### config.mk
export PLATFORM = sky130hd
export DESIGN_NAME = id_ex_reg
export DESIGN_NICKNAME = d
export VERILOG_FILES = /design/src/rtl/id_ex_reg.sv
export SDC_FILE = /design/constraint.sdc
export NUM_CORES = 1
export LEC_CHECK = 0
export BUFFER_PORTS_ARGS = -buffer_cell sky130_fd_sc_hd__clkbuf_2
export CAP_MARGIN = 0
export CORE_AREA = 2 2 131 133
export DETAILED_ROUTE_END_ITERATION = 8
export DIE_AREA = 0 0 133 135
export GPL_TIMING_DRIVEN = 1
export PLACE_DENSITY = 0.69
export SETUP_SLACK_MARGIN = 0.2
export SYNTH_ARGS = -nofsm -noshare
export SYNTH_HDL_FRONTEND = slang
export SYNTH_SLANG_ARGS = --single-unit
export TNS_END_PERCENT = 5
### constraint.sdc
create_clock -name clk -period 11.25 [get_ports clk]
set_clock_uncertainty 0.15 [all_clocks]
set_input_delay 3.375 -clock clk [delete_from_list [all_inputs] [get_ports clk]]
set_output_delay 3.375 -clock clk [all_outputs]
set_load 0.05 [all_outputs]
### src/rtl/id_ex_reg.sv
// id_ex_reg: ID/EX pipeline register with flush, stall and load-use bubble insertion.
// Define ID_EX_HAZARD_DETECT_EN to enable load-use detection and the bubble counter.
module id_ex_reg (
  input  logic        clk,
  input  logic        reset,
  input  logic        id_valid_i,
  input  logic [15:0] id_ctrl_i,
  input  logic [31:0] id_pc_i,
  input  logic [31:0] id_rs_data_i,
  input  logic [31:0] id_rt_data_i,
  input  logic [31:0] id_imm_i,
  input  logic [4:0]  id_rs_i,
  input  logic [4:0]  id_rt_i,
  input  logic [4:0]  id_rd_i,
  input  logic        stall_i,
  input  logic        flush_i,
  output logic        ex_valid_o,
  output logic [15:0] ex_ctrl_o,
  output logic [31:0] ex_pc_o,
  output logic [31:0] ex_rs_data_o,
  output logic [31:0] ex_rt_data_o,
  output logic [31:0] ex_imm_o,
  output logic [4:0]  ex_rs_o,
  output logic [4:0]  ex_rt_o,
  output logic [4:0]  ex_dest_o,
  output logic        stall_o,
  output logic [15:0] bubble_cnt_o
);
  logic       hazard, load, kill;
  logic [4:0] dest;
`ifdef ID_EX_HAZARD_DETECT_EN
  // rt only matters when the decode instruction reads it as a register (no immediate, or a store)
  assign hazard = ex_valid_o & ex_ctrl_o[13] & (ex_dest_o != 5'd0) & id_valid_i &
                  ((ex_dest_o == id_rs_i) | ((ex_dest_o == id_rt_i) & (~id_ctrl_i[10] | id_ctrl_i[11])));
  always_ff @(posedge clk or posedge reset)
    if (reset) bubble_cnt_o <= '0;
    else if (~flush_i & ~stall_i & hazard & ~&bubble_cnt_o) bubble_cnt_o <= bubble_cnt_o + 16'd1;
`else
  assign hazard = 1'b0;
  assign bubble_cnt_o = '0;
`endif
  assign stall_o = ~flush_i & (stall_i | hazard);
  assign load = ~flush_i & ~stall_i & ~hazard;
  assign kill = flush_i | (~stall_i & hazard);
  assign dest = (id_valid_i & id_ctrl_i[9]) ? (id_ctrl_i[15] ? id_rd_i : id_rt_i) : 5'd0;
  always_ff @(posedge clk or posedge reset)
    if (reset) begin
      ex_valid_o <= 1'b0;
      ex_ctrl_o  <= '0;
      ex_dest_o  <= '0;
    end else if (kill) begin
      ex_valid_o <= 1'b0;
      ex_ctrl_o  <= '0;
      ex_dest_o  <= '0;
    end else if (load) begin
      ex_valid_o <= id_valid_i;
      ex_ctrl_o  <= id_valid_i ? id_ctrl_i : 16'd0;
      ex_dest_o  <= dest;
    end
  // data path only moves on a real load; bubbles and flushes leave it alone
  always_ff @(posedge clk or posedge reset)
    if (reset) begin
      ex_pc_o      <= '0;
      ex_rs_data_o <= '0;
      ex_rt_data_o <= '0;
      ex_imm_o     <= '0;
      ex_rs_o      <= '0;
      ex_rt_o      <= '0;
    end else if (load) begin
      ex_pc_o      <= id_pc_i;
      ex_rs_data_o <= id_rs_data_i;
      ex_rt_data_o <= id_rt_data_i;
      ex_imm_o     <= id_imm_i;
      ex_rs_o      <= id_rs_i;
      ex_rt_o      <= id_rt_i;
    end
endmodule

=== Yosys cells after proc, flatten, opt, wreduce, memory -nomap -nowiden ===
Cells that the tools add are included.

* Reduce and logical (&&, ||, !) cells: 1
* Bitwise logic cells: 5
* Mux-type cells: 9

{| class="wikitable"
|+ Operators by type and width
! cell !! count
|-
| 16-bit 2-to-1 mux || 3
|-
| 5-bit 2-to-1 mux || 4
|-
| 1-bit bitwise AND || 3
|-
| 1-bit 2-to-1 mux || 2
|-
| 1-bit NOT || 2
|-
| 2-bit nonzero test || 1
|}

* Output and inout port bits: 177
* Bits in registers: 160
* Bits of input ports: 164
* Word-level logic and storage cells: 24

=== Longest topological paths before layout ===
* Word-level depth: 4
* Gate-level depth with buffers: 4
* Gate-level depth less buffers: 2

=== Least setup slack after synthesis ===
No wires, ideal clock.

* Kind: input-to-output
* Start point: input port stall_i
* End point: output port stall_o
* Path slack: 3.753 ns
* Cell stages on the path: 2
* Arrival: 3.972 ns
* Data required time: 7.725 ns
* Path buffers: 1
* Cells stage by stage: nor2b_1 buf_2

* Cells in the longest elaborated chain, start to end: 1

{| class="wikitable"
|+ RTL lines
! item !! line !! source
|-
| from (decl) || 15 || <nowiki>input logic stall_i,</nowiki>
|-
| 1-bit bitwise AND || 42 || <nowiki>assign stall_o = ~flush_i & (stall_i | hazard);</nowiki>
|-
| to (decl) || 26 || <nowiki>output logic stall_o,</nowiki>
|}

No other way between the ends.

=== Worst setup path in the final report ===
Same ends and word-level chain as after synthesis.

==> metrics.cfg <==
[cells_and_area]
drive_gt1_share_pct = 71.0
fillers = 1455
final_net_count = 857
insertedDiodeCount = 0
syn_to_final_growth_pct = 37.0
final_area_mm2 = 0.00842

[clock_tree]
postCtsSetupBuffers = 0
clkSlewWorstSetupHoldPaths_ps = 60
insertion_delay_ps = 410
cts_buffers = 17
clockBufferDepth = 2
cts_htree_levels = 4
clock-sinks = 160
clock-root-buffer = clkbuf_16
hold_buffers = 0
cts_resized = 0
cts_tree = yes

[global_route]
grt-ovfl-total = 0
grt_pass1_wl_um = 23100
grt_max_degree = 88
grt_use_total_pct = 16.4
antenna_found_initial = 0
grt_pass1_vias = 4546

[drt]
ant_nets = 0
remaining_drc_errors = 0
vias_per_cell = 4.55
drt_iter0_markers = 90
drt_wl_total_um = 14700
wl_per_cell_um = 15.8
first_pass_iters = 4
vias = 4212

[critical_path]
cp_data_arrival_time_ps = 4000
reg2reg_from = ex_rs_data_o[8]
endpoint = stall_o
ff2ff_setup_slack_ps = 10300
reg2reg_depth = 1
worstPathMaxFanout = 4
end_kind = primary output
worst_ep_required_time_ps = 7730
cp-startpoint = stall_i
startpoint_type = primary input
crit_type = in -> out
rr_endpoint = ex_rs_data_o[8]

[power_and_ir_drop]
total_power_uw = 1760
p_leak_uw = 0.00426
power_density_mw_per_mm2 = 209
peakVddDrop_mv = 0.0962

[sta]
tightest_slew_ps = 1080
relSlewSlack_pct = 27.4
tns_ps = 0
fmax_ghz = 0.133
report.final.slew_viol_count = 0
rsz0062_at_grt = no
finalSetupViolations = 0
min_period_ps = 7530
min_period_over_period_pct = 66.9
hold_viol_final = 0

[run_status]
status = finished clean

[placement]
post_dp_cell_area_mm2 = 0.00784
place_congestion = 0.787
portBuffers = 324
dpl.hpwl_um = 11000

[yosys]
seq_area_frac_synth_pct = 65.2
ys_ff_latch = 160
synth_area_leader_cell = dfrtp_1
synthTopCellsByCount = dfrtp_1, mux2_2, buf_4
async_flop_share_pct = 100
yosysUniqueCellTypes = 16
synth_area_leaders = dfrtp_1, mux2_2, buf_6, a22o_1, buf_4
syn_inst = 366
ys_warn_count = 0
synth.cell_area_mm2 = 0.00614
yosysMostFrequentCell = dfrtp_1
yosysTopAreaCellShare_pct = 65.2
ys.flop_type = dfrtp_1
synth_edf_count = 0
syn_avg_cell_area_um2 = 16.8

[floorplan]
ios = 341
die-area_mm2 = 0.0180
die_y_um = 135
coreArea_mm2 = 0.0164
fp.dieW_um = 133
initial_utilization_pct = 37.4
fp-row-count = 47

[hold_path]
hp-class = reg -> reg

[job]
cap_violations = 0

[logic make-up after synthesis]
kind of cell           after synthesis  synth area share [%]
other                                1                0.0610
flip-flops                         160                  65.2
multiplexers                       143                  26.1
buffers and inverters               36                  4.95
AO/OA/AOI/OAI                       22                  3.12
AND/OR/NAND/NOR                      4                 0.591
[per-stage QoR]
step | hold WS (ps) | utilization (%) | setup slack, ps | instances
detailed placement | 323 | 47.8 | 3730 | 894
floorplan | 633 | - | 3410 | 381
global placement | 315 | 47.8 | 3740 | 894
global route | 367 | 51.3 | 3670 | 926
finish | 336 | 51.3 | 3720 | 926
CTS | 344 | 51.3 | 3720 | 926
[worst min-delay path by stage]
| stage | start | end | slack, ps | depth (start not counted) |
|---|---|---|---|---|
| floorplan | ex_dest_o[0] | ex_dest_o[0] | 630 | 1 |
| global placement | ex_valid_o | ex_valid_o | 310 | 1 |
| detailed placement | ex_dest_o[4] | ex_dest_o[4] | 320 | 1 |
| CTS | ex_dest_o[4] | ex_dest_o[4] | 340 | 1 |
| global route | ex_dest_o[1] | ex_dest_o[1] | 370 | 1 |
| finish | ex_dest_o[4] | ex_dest_o[4] | 340 | 1 |
[critical path, stage by stage]
cell	delay (ps)
clkbuf_2	150
nor2b_1	180
clkbuf_2	300
[cell usage in the layout (no fill, tap or decap), drive strengths merged]
master,Yosys,layout
a21o,1,1
a22o,16,16
buf,35,4
bufinv,0,1
clkbuf,0,343
clkinv,0,4
clkinvlp,0,4
conb,1,16
dfrtp,160,160
inv,1,5
mux2,138,138
mux2i,5,5
nand4bb,1,1
nor2,1,1
nor2b,1,1
nor3b,1,1
o2bb2ai,5,5
[routing by layer]
metal	part of all wire (%)	track usage, %	vias to the layer above
li1	-	-	1936
met1	37	18.1	2047
met2	52	29.0	205
met3	7.8	5.71	24
met4	2.2	6.39	0
met5	0	0	-
[report_power, final]
group	total (µW)	internal [µW]	switching, µW
registers	692	652	40.3
logic	509	133	376
clock network	558	320	238
[area by class of cell]
type / instances / area [µm²] / share of cell area (%)
clock inverter: 13 / 126 / 1.50
clock buffer: 19 / 453 / 5.38
multi-input combinational: 185 / 1900 / 22.5
tap: 220 / 275 / 3.27
timing repair buffer: 328 / 1650 / 19.6
sequential: 160 / 4000 / 47.6
inverter: 1 / 8.76 / 0.104
[sequential cells by signal (all words and copies together) (netlist names)]
signal,flops
ex_ctrl_o,16
ex_dest_o,5
ex_imm_o,32
ex_pc_o,32
ex_rs_data_o,32
ex_rs_o,5
ex_rt_data_o,32
ex_rt_o,5
ex_valid_o,1
Power figures use the tool's default switching activity.
